<file path="config.mk">
export PLATFORM = sky130hd
export DESIGN_NAME = vga_sync_gen
export DESIGN_NICKNAME = d
export VERILOG_FILES = /design/src/rtl/vga_sync_gen.sv
export SDC_FILE = /design/constraint.sdc
export NUM_CORES = 1
export LEC_CHECK = 0
export CAP_MARGIN = 20
export CORE_MARGIN = 5
export CORE_UTILIZATION = 40
export DETAILED_ROUTE_END_ITERATION = 6
export GPL_ROUTABILITY_DRIVEN = 1
export HOLD_SLACK_MARGIN = 0.08
export PLACE_DENSITY = 0.77
export SLEW_MARGIN = 20
export SYNTH_ARGS = -nofsm -noshare
export SYNTH_HDL_FRONTEND = slang
export SYNTH_SLANG_ARGS = --single-unit
export TNS_END_PERCENT = 30
</file>
<file path="constraint.sdc">
create_clock -name clk_25 -period 2.9 [get_ports clk_25]
set_input_delay 0.87 -clock clk_25 [delete_from_list [all_inputs] [get_ports clk_25]]
set_output_delay 0.87 -clock clk_25 [all_outputs]
set_load 0.01 [all_outputs]
</file>
<file path="src/rtl/vga_sync_gen.sv">
// VGA timing generator and output stage: free-running h/v counters, sync decode,
// and one register stage that aligns colour and syncs on the same clock edge.
module vga_sync_gen #(
  parameter int HVID  = 640,
  parameter int HFP   = 16,
  parameter int HSYNC = 96,
  parameter int HBP   = 48,
  parameter int VVID  = 480,
  parameter int VFP   = 10,
  parameter int VSYNC = 2,
  parameter int VBP   = 33
) (
  input  logic       clk_25,
  input  logic       rst_n,
  input  logic [3:0] red_in,
  input  logic [3:0] green_in,
  input  logic [3:0] blue_in,
  output logic [9:0] horizontal_num,
  output logic [9:0] vertical_num,
  output logic       video_on,
  output logic       frame_end,
  output logic       vga_hs,
  output logic       vga_vs,
  output logic [3:0] vga_r,
  output logic [3:0] vga_g,
  output logic [3:0] vga_b
);

  localparam int HTOT = HVID + HFP + HSYNC + HBP;
  localparam int VTOT = VVID + VFP + VSYNC + VBP;

  // Totals must not exceed 1024 so every boundary fits the 10-bit counters.
  localparam logic [9:0] H_LAST   = 10'(HTOT - 1);
  localparam logic [9:0] V_LAST   = 10'(VTOT - 1);
  localparam logic [9:0] H_VID    = 10'(HVID);
  localparam logic [9:0] V_VID    = 10'(VVID);
  localparam logic [9:0] HS_BEG   = 10'(HVID + HFP);
  localparam logic [9:0] HS_END   = 10'(HVID + HFP + HSYNC);
  localparam logic [9:0] VS_BEG   = 10'(VVID + VFP);
  localparam logic [9:0] VS_END   = 10'(VVID + VFP + VSYNC);

  logic [9:0] h_cnt_r;
  logic [9:0] v_cnt_r;
  logic       h_last_s;
  logic       v_last_s;
  logic       hs_n_s;
  logic       vs_n_s;
  logic [3:0] pix_r_s;
  logic [3:0] pix_g_s;
  logic [3:0] pix_b_s;

  // Boundary decode, sync windows and blanking, all from the current counters.
  always_comb begin
    h_last_s = (h_cnt_r == H_LAST);
    v_last_s = (v_cnt_r == V_LAST);
    hs_n_s   = !((h_cnt_r >= HS_BEG) && (h_cnt_r < HS_END));
    vs_n_s   = !((v_cnt_r >= VS_BEG) && (v_cnt_r < VS_END));
    if (video_on) begin
      pix_r_s = red_in;
      pix_g_s = green_in;
      pix_b_s = blue_in;
    end else begin
      pix_r_s = 4'h0;
      pix_g_s = 4'h0;
      pix_b_s = 4'h0;
    end
  end

  // Pixel and line counters; both wrap on the same edge at end of frame.
  always_ff @(posedge clk_25 or negedge rst_n) begin
    if (!rst_n) begin
      h_cnt_r <= 10'd0;
      v_cnt_r <= 10'd0;
    end else if (h_last_s) begin
      h_cnt_r <= 10'd0;
      if (v_last_s) begin
        v_cnt_r <= 10'd0;
      end else begin
        v_cnt_r <= v_cnt_r + 10'd1;
      end
    end else begin
      h_cnt_r <= h_cnt_r + 10'd1;
    end
  end

  // Pin register: syncs and blanked colour share one stage so they stay aligned.
  always_ff @(posedge clk_25 or negedge rst_n) begin
    if (!rst_n) begin
      vga_hs <= 1'b1;
      vga_vs <= 1'b1;
      vga_r  <= 4'h0;
      vga_g  <= 4'h0;
      vga_b  <= 4'h0;
    end else begin
      vga_hs <= hs_n_s;
      vga_vs <= vs_n_s;
      vga_r  <= pix_r_s;
      vga_g  <= pix_g_s;
      vga_b  <= pix_b_s;
    end
  end

  assign horizontal_num = h_cnt_r;
  assign vertical_num   = v_cnt_r;
  assign video_on       = (h_cnt_r < H_VID) && (v_cnt_r < V_VID);
  assign frame_end      = h_last_s && v_last_s;

endmodule

</file>
Yosys cells after proc, flatten, opt, wreduce, memory -nomap -nowiden
Index checks and enable logic that the tools add are counted.
- flip-flop bits (word level): 34
- output and inout bits: 36
- word-level logic and storage cells: 28
- $add $sub $neg: 2
- magnitude comparators: 6
- eq/ne operators: 2
- mux-type cells: 5
- reductions and logical operators: 6
- operators with widths (kind ; count):
    $add A10 B1 Y10 const B ; 2
    $eq A10 B10 Y1 const B ; 2
    $lt A10 B10 Y1 const B ; 2
    $lt A10 B9 Y1 const B ; 2
    $mux W10 ; 2
    $mux W4 ; 3
    $ge A10 B10 Y1 const B ; 1
    $ge A10 B9 Y1 const B ; 1
    $logic_and A1 B1 Y1 ; 4
    $logic_not A1 Y1 ; 2

Longest topological paths before layout
Gate-level depths: netlist (run 1).
- word-level depth: 3
- depth in mapped cells: 5

Worst setup path before layout (run 1)
OpenSTA, ideal clock, no wires.
- path type: flip-flop to output port
- start: reg h_cnt_r[5], in the netlist horizontal_num[5]
- end: out frame_end
- arrival: 1574 ps
- data required time: 2030 ps
- slack: 456 ps
- stages on the path, launching flop included: 5
- cell sequence: dfrtp_1 > or4b_1 > buf_2 > nor3_4 > and2_2
- longest elaborated chain between the ends: 2
- ends and longest elaborated chain (item ; RTL line ; text):
    start, declared ; 42 ; logic [9:0] h_cnt_r;
    start signal, assigned ; 82 ; h_cnt_r <= h_cnt_r + 10'd1;
    $eq A10 B10 Y1 ; 54 ; h_last_s = (h_cnt_r == H_LAST);
    $logic_and A1 B1 Y1 ; 106 ; assign frame_end = h_last_s && v_last_s;
    end, declared ; 21 ; output logic frame_end,
Every way passes these cells.

Final worst setup path (run 1)
- start: reg h_cnt_r[7], in the netlist horizontal_num[7]
- end: out video_on
- longest elaborated chain between the ends: 2
- ends and longest elaborated chain (item ; RTL line ; text):
    $lt A10 B10 Y1 ; 105 ; assign video_on = (h_cnt_r < H_VID) && (v_cnt_r < V_VID);
    $logic_and A1 B1 Y1 ; 105 ;
    end, declared ; 20 ; output logic video_on,
Every way passes these cells.

==> impl_metrics.py, run 1 <==
metrics = {
    "power": {
        "peakVddDrop_v": 0.000371,
        "netSwitchingPower_uw": 189,
        "combinationalPowerShare": 0.057,
        "switching_share": 0.196,
        "p_clk_frac": 0.439,
        "power_uw": 962,
        "leakage_nw": 1.03,
        "seqPwrFrac": 0.504,
        "pwr_density_cell_nw_per_um2": 422,
        "p_int_uw": 773,
    },
    "detailed_routing": {
        "vias": 1222,
        "dr.pass1.iters": 4,
        "first_iter_violations": 47,
        "vias_per_cell": 4.97,
        "wl_um": 3570,
        "ant_nets": 0,
        "wl_per_cell_um": 14.5,
        "drcViolationCount": 0,
    },
    "sta": {
        "min_period_ns": 2.72,
        "relSlewSlack": 0.716,
        "min_period_over_period": 0.937,
        "finalSetupViolations": 0,
        "rsz0062_at_grt": "false",
        "final_max_slew_viol_count": 0,
        "fin_skew_ns": 0.00599,
        "postLayoutSetupSlackWorst_ns": 0.183,
        "timing.fmax_mhz": 368,
        "worst_slew_pin_slew_ns": 0.425,
        "hold_violations": 0,
        "fin_setup_tns_ns": 0,
    },
    "clock_tree": {
        "cts_root_buf": "clkbuf_8",
        "cts_buffers": 5,
        "holdBufCountCts": 0,
        "clk_path_buf_depth": 2,
        "cts_tree": "built",
        "cts.sinks": 34,
        "clkTransAtPathRegs_ns": 0.07,
        "h-tree-depth": 2,
        "clkLatencyLatePin_ns": 0.28,
    },
    "setup_path": {
        "cp.required_ns": 2.03,
        "crit_fanout": 5,
        "reg2reg_slack_ns": 0.95,
        "start_kind": "flop",
        "cp_data_arrival_time_ns": 1.85,
        "worstSetupPathType": "flop to output pin",
        "worst_setup_path_end_kind": "output pin",
    },
    "floorplanning": {
        "design.core.area_um2": 3690,
        "die_h_um": 71.9,
        "ios": 50,
        "rows": 22,
        "die_w_um": 71.9,
        "dieArea_um2": 5160,
        "initial_core_util": 0.415,
    },
    "synth": {
        "synth_seq_cells": 34,
        "yosysMostFrequentCell": "dfrtp_1",
        "syn_area_per_cell_um2": 11.5,
        "netlist.top_cell.by_area": "dfrtp_1",
        "ys_types": 39,
        "synth.area.top_cells": "dfrtp_1, and2_1, ha_1",
        "ys_warn_count": 0,
        "synthArstFlopShare": 1.00,
        "yosys_most_used_dff": "dfrtp_1",
        "synth-edff-count": 0,
        "synth_top_cell_area_share": 0.523,
        "synth_common_cells": "dfrtp_1, and2_1, nor2_1, nand2_1",
        "ys_seq_area_frac": 0.558,
        "syn_inst": 133,
        "synth_area_um2": 1530,
        "syn-num-nets": 152,
    },
    "placed_design": {
        "place_area_um2": 2140,
        "io_buffers": 49,
        "dp_slack_ns": 0.240,
        "gp_congestion": 0.765,
        "post-place-cells": 237,
        "dp_hpwl_um": 2710,
    },
    "grt": {
        "use_met3": 0.0757,
        "use_met2": 0.256,
        "grt_overflow": 0,
        "grt_pass1_vias": 1340,
        "met1_usage": 0.149,
        "grt_antenna_before_repair": 0,
        "grtUsageTotal": 0.146,
        "grt_max_degree": 35,
        "grt_pass1_wl_um": 5870,
        "busiest_layer": "met2",
    },
    "cells_and_area": {
        "finalNonFillerCells": 246,
        "n_antenna_cell": 0,
        "finalInstanceArea_um2": 2280,
        "seq_area_um2": 853,
        "syn_to_final_growth_pct": 49.0,
        "multi_input_area_um2": 662,
        "final_nets": 216,
        "final_layout_size_suffix_gt1_frac": 0.152,
        "fillers": 307,
    },
    "flow_run": {
        "max_cap_viol_count": 0,
    },
    "outcome": {
        "status": "finished, final reports clean",
    },
    "worst_hold_path": {
        "min_path_type": "flop to flop",
    },
}
[cells by family after synthesis]
group           Yosys count  synth area share
simple gates             62             0.250
mux                       2            0.0147
buf+inv                   8            0.0221
fa+ha+maj                 5            0.0409
flops                    34             0.558
compound gates           11            0.0515
xor+xnor                 11            0.0630
[cell usage in the layout (no fill, tap or decap), types with 4 or more instances in the layout]
cell | synthesis | routed
nor2_1 | 13 | 13
nand4_1 | 6 | 6
nand2_1 | 7 | 7
inv_1 | 4 | 4
buf_4 | 0 | 12
dfrtp_1 | 32 | 32
xor2_1 | 5 | 5
xnor2_1 | 6 | 6
and2_1 | 13 | 13
nand3_1 | 6 | 6
ha_1 | 5 | 5
clkdlybuf4s50_1 | 0 | 48
clkbuf_8 | 0 | 5
[sequential cells by signal, summed over array words and instances (netlist names)]
| signal | cells |
|---|---|
| vga_r | 4 |
| vga_g | 4 |
| vga_vs | 1 |
| vga_b | 4 |
| horizontal_num | 10 |
| vga_hs | 1 |
| vertical_num | 10 |
[power groups by stage]
stage                     registers (mW)  logic (mW)  clock network [mW]
after floorplan                    0.499     0.00533                   0
after global placement             0.494      0.0547                   0
final                              0.485      0.0546               0.422
after detailed placement           0.494      0.0558                   0
after CTS                          0.485      0.0561               0.440
after global routing               0.485      0.0594               0.463
[critical path: stages, from the launching register on]
cell             delay (ns)
dfrtp_1                0.38
buf_4                  0.16
o21ai_0                0.18
nand2_1                0.07
nor2_1                 0.19
clkdlybuf4s50_1        0.59
[routing by layer]
layer	up-vias	routed length, um
met5	-	0
met4	0	58
met3	7	300
met2	39	1810
met1	589	1400
li1	587	-
[stage by stage]
stage           util  hold WS [ns]
2_1_floorplan      -         0.545
6_report       0.618         0.544
5_1_grt        0.618         0.580
3_3_place_gp   0.581         0.502
3_5_place_dp   0.581         0.528
4_1_cts        0.618         0.542
[layout make-up]
type | count | share of cell area
Tap cell | 48 | 0.0263
Multi-Input combinational cell | 91 | 0.290
Sequential cell | 34 | 0.374
Timing Repair Buffer | 61 | 0.254
Clock buffer | 6 | 0.0318
Clock inverter | 2 | 0.0165
Inverter | 4 | 0.00659
[path summary, 6_finish.rpt]
| kind | start | cells past startpoint | to |
|---|---|---|---|
| min in group asynchronous | rst_n | 2 | vertical_num[1] |
| worst min-delay path | horizontal_num[0] | 1 | horizontal_num[0] |
| worst min register to register | horizontal_num[0] | 1 | horizontal_num[0] |
| worst max-delay path | horizontal_num[7] | 5 | video_on |
| max in group asynchronous | rst_n | 2 | vga_hs |
| worst max register to register | horizontal_num[5] | 4 | vertical_num[3] |
[timing repair]
item | 4_1_cts | 5_1_grt
resized for setup | 4 | 0
endpoints found under the setup margin | 1 | 0
buffers inserted | 1 | 0
Power figures use the tool's default switching activity.
==> inputs of run 2 (changes only) <==
--- a/config.mk
+++ b/config.mk
@@ -7,11 +7,11 @@
 export LEC_CHECK = 0
 export CAP_MARGIN = 20
 export CORE_MARGIN = 5
-export CORE_UTILIZATION = 40
+export CORE_UTILIZATION = 45
 export DETAILED_ROUTE_END_ITERATION = 6
 export GPL_ROUTABILITY_DRIVEN = 1
 export HOLD_SLACK_MARGIN = 0.08
-export PLACE_DENSITY = 0.77
+export PLACE_DENSITY = 0.85
 export SLEW_MARGIN = 20
 export SYNTH_ARGS = -nofsm -noshare
 export SYNTH_HDL_FRONTEND = slang
==> impl_metrics.py, run 2 (same netlist as run 1, synthesis figures left out) <==
metrics = {
    "sta": {
        "fin_skew_ns": 0.0139,
        "min_period_over_period": 0.940,
        "holdWs_ns": 0.556,
        "hold_violations": 0,
        "rsz0062_at_grt": "false",
        "postLayoutSetupSlackWorst_ns": 0.174,
        "finalSetupViolations": 0,
        "relSlewSlack": 0.728,
        "fin_setup_tns_ns": 0,
        "worst_slew_pin_slew_ns": 0.408,
        "min_period_ns": 2.73,
        "final_max_slew_viol_count": 0,
        "timing.fmax_mhz": 367,
    },
    "clock_tree": {
        "holdBufCountCts": 0,
        "clkTransAtPathRegs_ns": 0.11,
        "clkLatencyLatePin_ns": 0.34,
        "clk_path_buf_depth": 2,
        "cts_resized": 2,
        "cts_tree": "built",
        "cts.sinks": 34,
        "cts_root_buf": "clkbuf_4",
        "h-tree-depth": 2,
        "cts_buffers": 5,
        "cts_setup_buffers": 0,
    },
    "grt": {
        "grt_pass1_wl_um": 5610,
        "grt_pass1_vias": 1250,
        "grt_overflow": 0,
        "grtUsageTotal": 0.164,
        "grt_antenna_before_repair": 0,
        "grt_max_degree": 35,
    },
    "detailed_routing": {
        "vias": 1228,
        "vias_per_cell": 4.97,
        "wl_um": 3600,
        "drcViolationCount": 0,
        "ant_nets": 0,
        "wl_per_cell_um": 14.6,
        "dr.pass1.iters": 4,
        "first_iter_violations": 106,
    },
    "placed_design": {
        "post-place-cells": 239,
        "gp_congestion": 0.862,
        "dp_slack_ns": 0.220,
        "dp_hpwl_um": 2850,
        "io_buffers": 49,
    },
    "cells_and_area": {
        "final_layout_size_suffix_gt1_frac": 0.164,
        "fillers": 245,
        "n_antenna_cell": 0,
        "final_common_cell": "clkdlybuf4s50_1",
        "syn_to_final_growth_pct": 46.3,
        "final_nets": 219,
        "final_cell_mix": "clkdlybuf4s50_1, dfrtp_1, buf_4",
        "finalNonFillerCells": 247,
    },
    "floorplanning": {
        "die_w_um": 68.3,
        "dieArea_um2": 4670,
        "ios": 50,
        "design.core.area_um2": 3310,
        "die_h_um": 68.3,
        "rows": 21,
        "initial_core_util": 0.462,
    },
    "power": {
        "pwr_density_cell_nw_per_um2": 364,
        "peakVddDrop_v": 0.000248,
        "leakage_nw": 1.02,
    },
    "worst_hold_path": {
        "min_path_type": "flop to flop",
        "whs_endpoint": "horizontal_num[0]",
        "whs_path_depth": 1,
        "min_from": "horizontal_num[0]",
    },
    "setup_path": {
        "reg2reg_slack_ns": 0.93,
        "start_kind": "flop",
        "r2r_end": "vertical_num[3]",
        "cp_data_arrival_time_ns": 1.86,
        "worstSetupPathType": "flop to output pin",
        "cp.required_ns": 2.03,
        "rr_startpoint": "horizontal_num[6]",
        "worst_setup_path_end_kind": "output pin",
        "crit_fanout": 5,
        "rr_worst_depth": 4,
    },
    "flow_run": {
        "max_cap_viol_count": 0,
    },
    "outcome": {
        "status": "finished, final reports clean",
    },
}
-- run 2: layout make-up --
| cell class | instances | area (um2) | area share |
|---|---|---|---|
| clock buffers | 6 | 51.3 | 0.0229 |
| inverters | 4 | 15.0 | 0.00671 |
| clock inverters | 2 | 12.5 | 0.00559 |
| well taps | 46 | 57.6 | 0.0257 |
| flip-flops and latches | 34 | 853 | 0.381 |
| multi-input cells | 91 | 647 | 0.289 |
| repair buffers | 64 | 602 | 0.269 |
-- run 2: how the worst max path moves through the flow --
stage                            startpoint  slack (ns)   endpoint
after floorplan           horizontal_num[5]        0.46  frame_end
after global placement    horizontal_num[5]        0.24  frame_end
after detailed placement  horizontal_num[6]        0.22  frame_end
after CTS                 horizontal_num[7]        0.15   video_on
after global routing        vertical_num[6]        0.06  frame_end
final                     horizontal_num[7]        0.17   video_on
-- run 2: routing by layer --
| layer | track usage | part of all wire |
|---|---|---|
| met1 | 0.188 | 0.39 |
| met2 | 0.291 | 0.55 |
| met3 | 0.0345 | 0.037 |
| met4 | 0.0720 | 0.022 |
| met5 | 0 | 0 |
-- run 2: critical path, cell delays in order (launching register included) --
cell and delay, ns:
dfrtp_1 0.39, buf_4 0.15, o21ai_0 0.21, nand2_1 0.08, nor2_1 0.13, clkdlybuf4s50_1 0.57
-- run 2: stage by stage --
stage	total power [mW]	utilization	area, um2
global placement	0.547	0.656	2170
detailed placement	0.550	0.656	2170
finish	0.814	0.676	2240
global route	0.843	0.676	2240
CTS	0.821	0.676	2240
floorplan	0.504	-	1530
-- run 2: report_power, final --
part           internal (mW)  switching [mW]
Clock                  0.117           0.158
Sequential             0.482         0.00227
Combinational         0.0340          0.0204
==> inputs of run 3 (changes only) <==
--- a/config.mk
+++ b/config.mk
@@ -7,12 +7,13 @@
 export LEC_CHECK = 0
 export CAP_MARGIN = 20
 export CORE_MARGIN = 5
-export CORE_UTILIZATION = 45
+export CORE_UTILIZATION = 47
+export CTS_BUF_LIST = sky130_fd_sc_hd__clkbuf_4 sky130_fd_sc_hd__clkbuf_8
 export DETAILED_ROUTE_END_ITERATION = 6
 export GPL_ROUTABILITY_DRIVEN = 1
 export HOLD_SLACK_MARGIN = 0.08
-export PLACE_DENSITY = 0.85
-export SLEW_MARGIN = 20
+export PLACE_DENSITY = 0.88
+export SLEW_MARGIN = 25
 export SYNTH_ARGS = -nofsm -noshare
 export SYNTH_HDL_FRONTEND = slang
 export SYNTH_SLANG_ARGS = --single-unit
==> impl_metrics.py, run 3 (same netlist as run 1, synthesis figures left out) <==
metrics = {
    "detailed_routing": {
        "wl_um": 3690,
        "first_iter_violations": 84,
        "dr.pass1.iters": 4,
        "drcViolationCount": 0,
        "vias_per_cell": 5.35,
        "ant_nets": 0,
        "wl_per_cell_um": 15.2,
        "vias": 1295,
    },
    "floorplanning": {
        "design.core.area_um2": 3080,
        "die_w_um": 67.1,
        "dieArea_um2": 4500,
        "ios": 50,
        "initial_core_util": 0.497,
        "rows": 20,
        "die_h_um": 67.1,
    },
    "sta": {
        "hold_violations": 0,
        "finalSetupViolations": 0,
        "worst_slew_pin_slew_ns": 0.427,
        "relSlewSlack": 0.715,
        "timing.fmax_mhz": 365,
        "final_max_slew_viol_count": 0,
        "min_period_ns": 2.74,
        "fin_skew_ns": 0.00725,
        "fin_setup_tns_ns": 0,
        "rsz0062_at_grt": "false",
        "min_period_over_period": 0.944,
    },
    "cells_and_area": {
        "final_layout_size_suffix_gt1_frac": 0.167,
        "final_nets": 216,
        "final_common_cell": "clkdlybuf4s50_1",
        "final_util": 0.725,
        "final_cell_mix": "clkdlybuf4s50_1, dfrtp_1, nor2_1, and2_1, buf_4",
        "fillers": 247,
        "n_antenna_cell": 0,
        "finalInstanceArea_um2": 2230,
        "seq_area_um2": 856,
        "syn_to_final_growth_pct": 45.8,
        "multi_input_area_um2": 662,
    },
    "worst_hold_path": {
        "min_path_type": "flop to flop",
        "min_from": "horizontal_num[0]",
        "whs_path_depth": 1,
        "whs_endpoint": "horizontal_num[0]",
    },
    "setup_path": {
        "cp_data_arrival_time_ns": 1.87,
        "crit_fanout": 5,
        "rr_worst_depth": 4,
        "worst_setup_path_end_kind": "output pin",
        "r2r_end": "vertical_num[3]",
        "start_kind": "flop",
        "cp.required_ns": 2.03,
        "worstSetupPathType": "flop to output pin",
        "reg2reg_slack_ns": 0.97,
        "critPathLaunch": "horizontal_num[7]",
        "rr_startpoint": "horizontal_num[5]",
    },
    "power": {
        "leakage_nw": 1.01,
        "peakVddDrop_v": 0.000353,
        "pwr_density_cell_nw_per_um2": 368,
        "power_uw": 821,
    },
    "clock_tree": {
        "h-tree-depth": 2,
        "clk_path_buf_depth": 2,
        "cts_setup_buffers": 0,
        "clkTransAtPathRegs_ns": 0.09,
        "cts_root_buf": "clkbuf_4",
        "cts_tree": "built",
        "cts.sinks": 34,
        "clkLatencyLatePin_ns": 0.33,
        "cts_buffers": 5,
    },
    "grt": {
        "grt_pass1_vias": 1291,
        "grt_overflow": 0,
        "grt_antenna_before_repair": 0,
        "grtUsageTotal": 0.187,
        "grt_max_degree": 35,
        "grt_pass1_wl_um": 6170,
    },
    "placed_design": {
        "place_area_um2": 2150,
        "dp_hpwl_um": 2720,
        "gp_congestion": 0.804,
        "io_buffers": 49,
    },
    "outcome": {
        "status": "finished, final reports clean",
    },
    "flow_run": {
        "max_cap_viol_count": 0,
    },
}
==> run 3: cell types whose count changed in the layout (fill, tap and decap cells not counted), sizes merged <==
cell      previous run  this run
buf                 15        12
clkinvlp             1         0
clkbuf               6         7
==> run 3: worst max-delay path by stage <==
| stage | end | slack [ns] | cells after the start |
|---|---|---|---|
| floorplan | frame_end | 0.46 | 4 |
| global placement | frame_end | 0.26 | 4 |
| detailed placement | frame_end | 0.25 | 4 |
| CTS | video_on | 0.13 | 5 |
| global route | video_on | 0.02 | 5 |
| finish | video_on | 0.16 | 5 |
==> run 3: final cells by class <==
type,instances,area share
inverter,4,0.00673
timing repair buffer,61,0.260
clock buffer,7,0.0264
clock inverter,1,0.00224
multi-input combinational,91,0.297
tap,44,0.0247
sequential,34,0.384
==> run 3: critical path, cell delays in order, from the launching register on <==
cell             delay (ns)
dfrtp_1                0.39
buf_4                  0.16
o21ai_0                0.15
nand2_1                0.07
nor2_1                 0.19
clkdlybuf4s50_1        0.58
==> run 3: through the flow <==
step	std cells	setup WS (ns)	hold slack (ns)
global route	242	0.0190	0.575
global placement	234	0.264	0.507
floorplan	133	0.456	0.545
detailed placement	234	0.249	0.523
finish	242	0.164	0.527
CTS	242	0.128	0.535
==> run 3: power breakdown <==
part / switching, mW / internal [mW]
Sequential: 0.00260 / 0.482
Clock: 0.155 / 0.127
Combinational: 0.0208 / 0.0339
==> run 3: per-layer routing <==
layer,GRT usage,routed length [um],share of wire,vias up
met2,0.298,1720,0.47,64
li1,-,-,-,592
met1,0.219,1510,0.41,636
met3,0.101,429,0.12,3
met5,0,0,0,-
met4,0.0456,32,0.0087,0
==> run 3: repair_timing <==
action                     in CTS  in global routing
setup endpoints to repair       1                  0
hold buffers                    0                  0
gates resized for setup         6                  0
